==> src/rtl/wb_arbiter.sv <==
// Register-file write-back arbiter: grants one producer result per cycle onto we3/wa3/wd3 and tracks pending writes.
// Build option WB_RR_EN selects round-robin arbitration; when undefined, the lowest-index valid source wins.
module wb_arbiter #(
  parameter int N_SRC = 3,
  parameter int XLEN  = 32,
  parameter int RA    = 5
) (
  input  logic                  clk,
  input  logic                  reset,
  input  logic [N_SRC-1:0]      src_valid,
  input  logic [N_SRC*RA-1:0]   src_rd,
  input  logic [N_SRC*XLEN-1:0] src_data,
  output logic [N_SRC-1:0]      src_ready,
  input  logic                  set_en,
  input  logic [RA-1:0]         set_rd,
  output logic                  we3,
  output logic [RA-1:0]         wa3,
  output logic [XLEN-1:0]       wd3,
  output logic [(2**RA)-1:0]    pending,
  output logic                  busy
);
  localparam int PW   = (N_SRC > 1) ? $clog2(N_SRC) : 1;
  localparam int NREG = 2**RA;

  logic [N_SRC-1:0] grant;
  logic [PW-1:0]    gnt_idx;
  logic             found;
  logic             hs;
  logic [RA-1:0]    gnt_rd;
  logic [XLEN-1:0]  gnt_data;

  logic             we3_q, we3_d;
  logic [RA-1:0]    wa3_q, wa3_d;
  logic [XLEN-1:0]  wd3_q, wd3_d;
  logic [NREG-1:0]  pending_q, pending_d;

`ifdef WB_RR_EN
  localparam logic [PW:0]   N_SRC_W  = (PW+1)'(N_SRC);
  localparam logic [PW-1:0] LAST_IDX = PW'(N_SRC-1);

  logic [PW-1:0] ptr_q, ptr_d;
  logic [PW:0]   cand;

  // Scan upward from the pointer with wrap; first valid source wins.
  always_comb begin
    grant   = '0;
    gnt_idx = '0;
    found   = 1'b0;
    cand    = '0;
    for (int k = 0; k < N_SRC; k++) begin
      cand = {1'b0, ptr_q} + (PW+1)'(k);
      if (cand >= N_SRC_W) cand = cand - N_SRC_W;
      if (!found && src_valid[cand[PW-1:0]]) begin
        found   = 1'b1;
        gnt_idx = cand[PW-1:0];
      end
    end
    if (found) grant[gnt_idx] = 1'b1;
  end

  always_comb begin
    ptr_d = ptr_q;
    if (hs) ptr_d = (gnt_idx == LAST_IDX) ? '0 : gnt_idx + 1'b1;
  end

  always_ff @(posedge clk) begin
    if (reset) ptr_q <= '0;
    else       ptr_q <= ptr_d;
  end
`else
  always_comb begin
    grant   = '0;
    gnt_idx = '0;
    found   = 1'b0;
    for (int k = 0; k < N_SRC; k++) begin
      if (!found && src_valid[PW'(k)]) begin
        found   = 1'b1;
        gnt_idx = PW'(k);
      end
    end
    if (found) grant[gnt_idx] = 1'b1;
  end
`endif

  // A grant during reset is void, so the handshake is masked here.
  assign src_ready = reset ? '0 : grant;
  assign hs        = |src_ready;
  assign gnt_rd    = src_rd[gnt_idx*RA +: RA];
  assign gnt_data  = src_data[gnt_idx*XLEN +: XLEN];
  assign busy      = |src_valid;

  always_comb begin
    we3_d = hs && (gnt_rd != '0);
    wa3_d = wa3_q;
    wd3_d = wd3_q;
    if (we3_d) begin
      wa3_d = gnt_rd;
      wd3_d = gnt_data;
    end
    // Clear first so a same-cycle set of the same register (newer producer) wins.
    pending_d = pending_q;
    if (we3_q) pending_d[wa3_q] = 1'b0;
    if (set_en && (set_rd != '0)) pending_d[set_rd] = 1'b1;
    pending_d[0] = 1'b0;
  end

  always_ff @(posedge clk) begin
    if (reset) begin
      we3_q     <= 1'b0;
      wa3_q     <= '0;
      wd3_q     <= '0;
      pending_q <= '0;
    end else begin
      we3_q     <= we3_d;
      wa3_q     <= wa3_d;
      wd3_q     <= wd3_d;
      pending_q <= pending_d;
    end
  end

  assign we3     = we3_q;
  assign wa3     = wa3_q;
  assign wd3     = wd3_q;
  assign pending = pending_q;
endmodule

==> config.mk <==
export PLATFORM = sky130hd
export DESIGN_NAME = wb_arbiter
export DESIGN_NICKNAME = d
export VERILOG_FILES = /design/src/rtl/wb_arbiter.sv
export SDC_FILE = /design/constraint.sdc
export NUM_CORES = 1
export LEC_CHECK = 0
export CAP_MARGIN = 10
export CORE_AREA = 8 8 96 98
export DETAILED_ROUTE_END_ITERATION = 6
export DIE_AREA = 0 0 104 106
export HOLD_SLACK_MARGIN = 0.08
export PLACE_DENSITY = 0.82
export SETUP_SLACK_MARGIN = 0.05
export SLEW_MARGIN = 30
export SYNTH_ARGS = -nofsm -noshare
export SYNTH_HDL_FRONTEND = slang
export SYNTH_SLANG_ARGS = --single-unit
==> constraint.sdc <==
create_clock -name clk -period 4.8 [get_ports clk]
set_input_delay 0.72 -clock clk [delete_from_list [all_inputs] [get_ports clk]]
set_output_delay 0.72 -clock clk [all_outputs]
set_load 0.01 [all_outputs]
# [Word level (Yosys, flattened, before mapping)]
# Cells that the tools add are included.
[word_totals] out_inout_bits=74 reg_bits=70
[op_classes] shifts=2 mux=13 n_bitwise=3 magnitude_cmp=6 multipliers=1 reduce_logical=11
[ops] op="96-bit by 8-bit variable part select with 32-bit output" count=1
[ops] op="32-bit 2-to-1 mux" count=2
[ops] op="32-bit bitwise AND" count=1
[ops] op="32-bit NOT" count=1
[ops] op="32-bit bitwise OR" count=1
[ops] op="15-bit by 6-bit variable part select with 5-bit output" count=1
[ops] op="5-bit by 6-bit < comparator with 1-bit output (second input constant)" count=2
[ops] op="1-bit demux with 5-bit select" count=2
[ops] op="5-bit by 1-bit >= comparator with 1-bit output (second input constant)" count=2
[ops] op="5-bit nonzero test" count=2
[ops] op="1-bit logical AND" count=6
[ops] op="1-bit 2-to-1 mux" count=6
[ops] op="3-bit 2-to-1 mux" count=2
[ops] op="3-bit OR reduction" count=2
[ops] op="2-bit by 3-bit multiplier with 5-bit output (second input constant)" count=1
[ops] op="2-bit by 3-bit < comparator with 1-bit output (second input constant)" count=1
[ops] op="1-bit demux with 2-bit select" count=1
[ops] op="2-bit by 1-bit >= comparator with 1-bit output (second input constant)" count=1
[ops] op="1-bit zero test" count=1

# [Depth between registers and ports, before layout]
[logic_depth] ltp_word=12 depth_mapped=6 ltp_nobuf=4

# [Least setup slack after synthesis]
# Ideal clock, no wire load.
[synth_timing] path_type="input port to output port" from="in reset" to="out src_ready[0]" path_stages=3 slack_ps=2755 arrival_time_ps=1325 cell_sequence="clkbuf_1 -> clkbuf_1 -> nor2b_1"
[synth_via] elab_chain_cells=1
[synth_lines] item="start, declared" line="9" rtl="input logic reset,"
[synth_lines] item="3-bit 2-to-1 mux" line="86" rtl="assign src_ready = reset ? '0 : grant;"
[synth_lines] item="end, declared" line="13" rtl="output logic [N_SRC-1:0] src_ready,"
# Every way passes these cells.

# [Final worst setup path]
[layout_timing] from="in src_valid[0]" to="out src_ready[1]"
[layout_via] elab_chain_cells=10 elab_cells_between_ends=12 cone_classes="order compare: 2; mux: 7; reduce/logical: 3"
[layout_lines] item="start, declared" line="10" rtl="input logic [N_SRC-1:0] src_valid,"
[layout_lines] item="1-bit 2-to-1 mux *" line="76" rtl="if (!found && src_valid[PW'(k)]) begin"
[layout_lines] item="1-bit zero test" line="76"
[layout_lines] item="1-bit logical AND" line="76"
[layout_lines] item="1-bit 2-to-1 mux" line="76"
[layout_lines] item="2-bit by 3-bit < comparator with 1-bit output (not written as such) / 2-bit by 1-bit >= comparator with 1-bit output (equally long branches)" line="81" rtl="if (found) grant[gnt_idx] = 1'b1;"
[layout_lines] item="1-bit logical AND (not written as such)" line="81"
[layout_lines] item="1-bit 2-to-1 mux (not written as such)" line="81"
[layout_lines] item="1-bit demux with 2-bit select" line="81"
[layout_lines] item="3-bit 2-to-1 mux *" line="81"
[layout_lines] item="3-bit 2-to-1 mux *" line="86"
# Every way passes the cells marked *; elsewhere a longest branch is shown, timed or not.

==> flow_summary.yaml <==
cells_and_area:
  final_layout_size_suffix_gt1_frac: 0.0620
  area_growth_pct: 61.0
  diodes: 0
  nNetsFinal: 617
  final_core_util: 0.600
  final.fill_count: 707
grt:
  grt_max_degree: 66
  track_usage: 0.181
  grt_pass1_vias: 3306
  grt.overflow.total: 0
  grt_pass1_wl_um: 16600
  antenna_found_initial: 0
clock_network:
  cts_resized: 0
  clk_path_buf_depth: 2
  cts_setup_buffers: 0
  cts_sinks: 69
  worstSkewPairLatency_ps: 350
  cts-buffers-inserted: 9
  cts.hold.buffers_added: 0
  cts.clk_slew.worst_paths_ps: 70
  cts_tree: "yes"
  htree_levels: 3
  cts-root-buf: "clkbuf_8"
route:
  num_vias: 3203
  drt-initial-drc-count: 200
  drc: 0
  dr.pass1.iters: 5
  finalWirelength_um: 10300
  vias_per_cell: 5.29
  drtAntennaViolNets: 0
  routedWlPerCell_um: 17.1
die:
  rows: 33
  die_h_um: 106
  start_util: 0.373
  core-area_mm2: 0.00785
  dieArea_mm2: 0.0110
  die_w_um: 104
  io_pins: 196
sta:
  final.setup.tns_ps: 0
  fin_skew_ps: 11.9
  post-route-period-util: 0.673
  worst_slew_pin_slew_ps: 784
  setup_viol: 0
  rsz0062_at_grt: "false"
  fmax_ghz: 0.309
  hold_viol: 0
  fin_crit_ps: 3230
  maxSlewHeadroom: 0.477
  maxSlewViolCount: 0
worst_hold_path:
  hp-class: "reg2reg"
synth:
  syn_avg_cell_area_um2: 8.31
  synth_cells: 352
  synth_top_area_frac: 0.472
  synth_largest_area_cell: "dfxtp_1"
  synth-edff-count: 0
  yosys_register_bits: 69
  ys_types: 31
  yosysMostFrequentCell: "a21oi_1"
  ys_async_sr_fraction: 0
  ys.flop_type: "dfxtp_1"
  synthTopCellsByCount: "a21oi_1 (72), dfxtp_1 (69), nand2_1 (42), nand3_1 (35), a22oi_1 (32)"
  yosys_warnings: 0
  ys_seq_area_frac: 0.472
  synth_area_mm2: 0.00293
  ys_top_cells_by_area: "dfxtp_1 (47%), a21oi_1 (12%), a22oi_1 (8.2%)"
run:
  drv_cap: 0
power:
  ir_drop_mv: 0.237
  leakagePower_nw: 1.63
  p_per_area_mw_per_mm2: 285
  finalPower_mw: 1.34
critical_path:
  endpoint_kind: "primary output"
  critPathMaxFanout: 15
  cp.required_ps: 4080
  startpoint_type: "input port"
  critPathKind: "in2out"
  worst-endpoint-arrival_ps: 2510
placement:
  port_buffers: 156
  gp_congestion: 0.823
  hpwl_um: 7650
outcome:
  status: "finished clean"
==> routing by layer <==
layer / GRT usage / vias to the layer above / routed length, um
li1: - / 1560 / -
met1: 0.203 / 1484 / 4060
met2: 0.311 / 144 / 5220
met3: 0.0696 / 15 / 900
met4: 0.0620 / 0 / 153
met5: 0 / - / 0
==> cells by family (layout without fill, tap and decap cells) <==
group	after synthesis	in the layout	synth area share
other cells	1	2	0.00128
compound gates	141	141	0.278
flops	69	69	0.472
buf+inv	29	176	0.0551
simple gates	112	112	0.193
==> report_power, final <==
group          switching, mW  internal, mW
combinational          0.107         0.138
clock                  0.237         0.242
sequential            0.0191         0.598
==> flip-flops by register name (all words and copies together), names as in the netlist <==
register	flops
wd3	32
we3	1
wa3	5
pending	31
==> per-stage QoR <==
| step | instance area, um2 | setup slack [ps] | hold WS (ps) | cells |
|---|---|---|---|---|
| 2_1_floorplan | 2930 | 2760 | 492 | 353 |
| 3_3_place_gp | 4480 | 1630 | 454 | 588 |
| 3_5_place_dp | 4480 | 1600 | 458 | 588 |
| 4_1_cts | 4680 | 1580 | 469 | 604 |
| 5_1_grt | 4710 | 1470 | 489 | 605 |
| 6_report | 4710 | 1570 | 467 | 605 |
==> path summary, 6_finish.rpt <==
kind	from	end	slack, ps	cells past startpoint
hold reg to reg	wd3[9]$_SDFFE_PP0P_	wd3[9]$_SDFFE_PP0P_	470	2
hold / removal	wd3[9]$_SDFFE_PP0P_	wd3[9]$_SDFFE_PP0P_	470	2
setup reg to reg	wa3[2]$_SDFFE_PP0P_	pending[5]$_SDFF_PP0_	3240	3
setup / recovery	src_valid[0]	src_ready[1]	1570	4
==> critical path, cell delays in order <==
cell,delay (ps)
clkdlybuf4s50_1,660
nor2b_1,380
nor2b_1,190
clkdlybuf4s50_1,570
==> placed cells by master, fill, tap and decap left out, types with 2 or more instances in the layout <==
cell and count:
conb_1 2, nand3_2 3, clkinv_4 2, nand3_1 35, nor2_1 9, or3b_2 2, clkinv_2 2, clkbuf_8 9
nand2_1 42, nor2b_1 3, dfxtp_1 69, a22oi_1 32, a21oi_1 72, buf_4 2, or3_1 2, nor3b_1 3
o21ai_0 31, and3_1 2, nand3b_1 5, clkdlybuf4s50_1 155, and3b_1 2
==> area by class of cell <==
class | instances | area [um2] | share of cell area
timing repair buffer | 159 | 1600 | 0.339
multi-input combinational | 255 | 1400 | 0.297
sequential | 69 | 1380 | 0.293
tap | 105 | 131 | 0.0279
clock buffer | 9 | 124 | 0.0263
clock inverter | 7 | 73.8 | 0.0157
inverter | 1 | 3.75 | 0.000797
(Power assumes the default switching activity.)
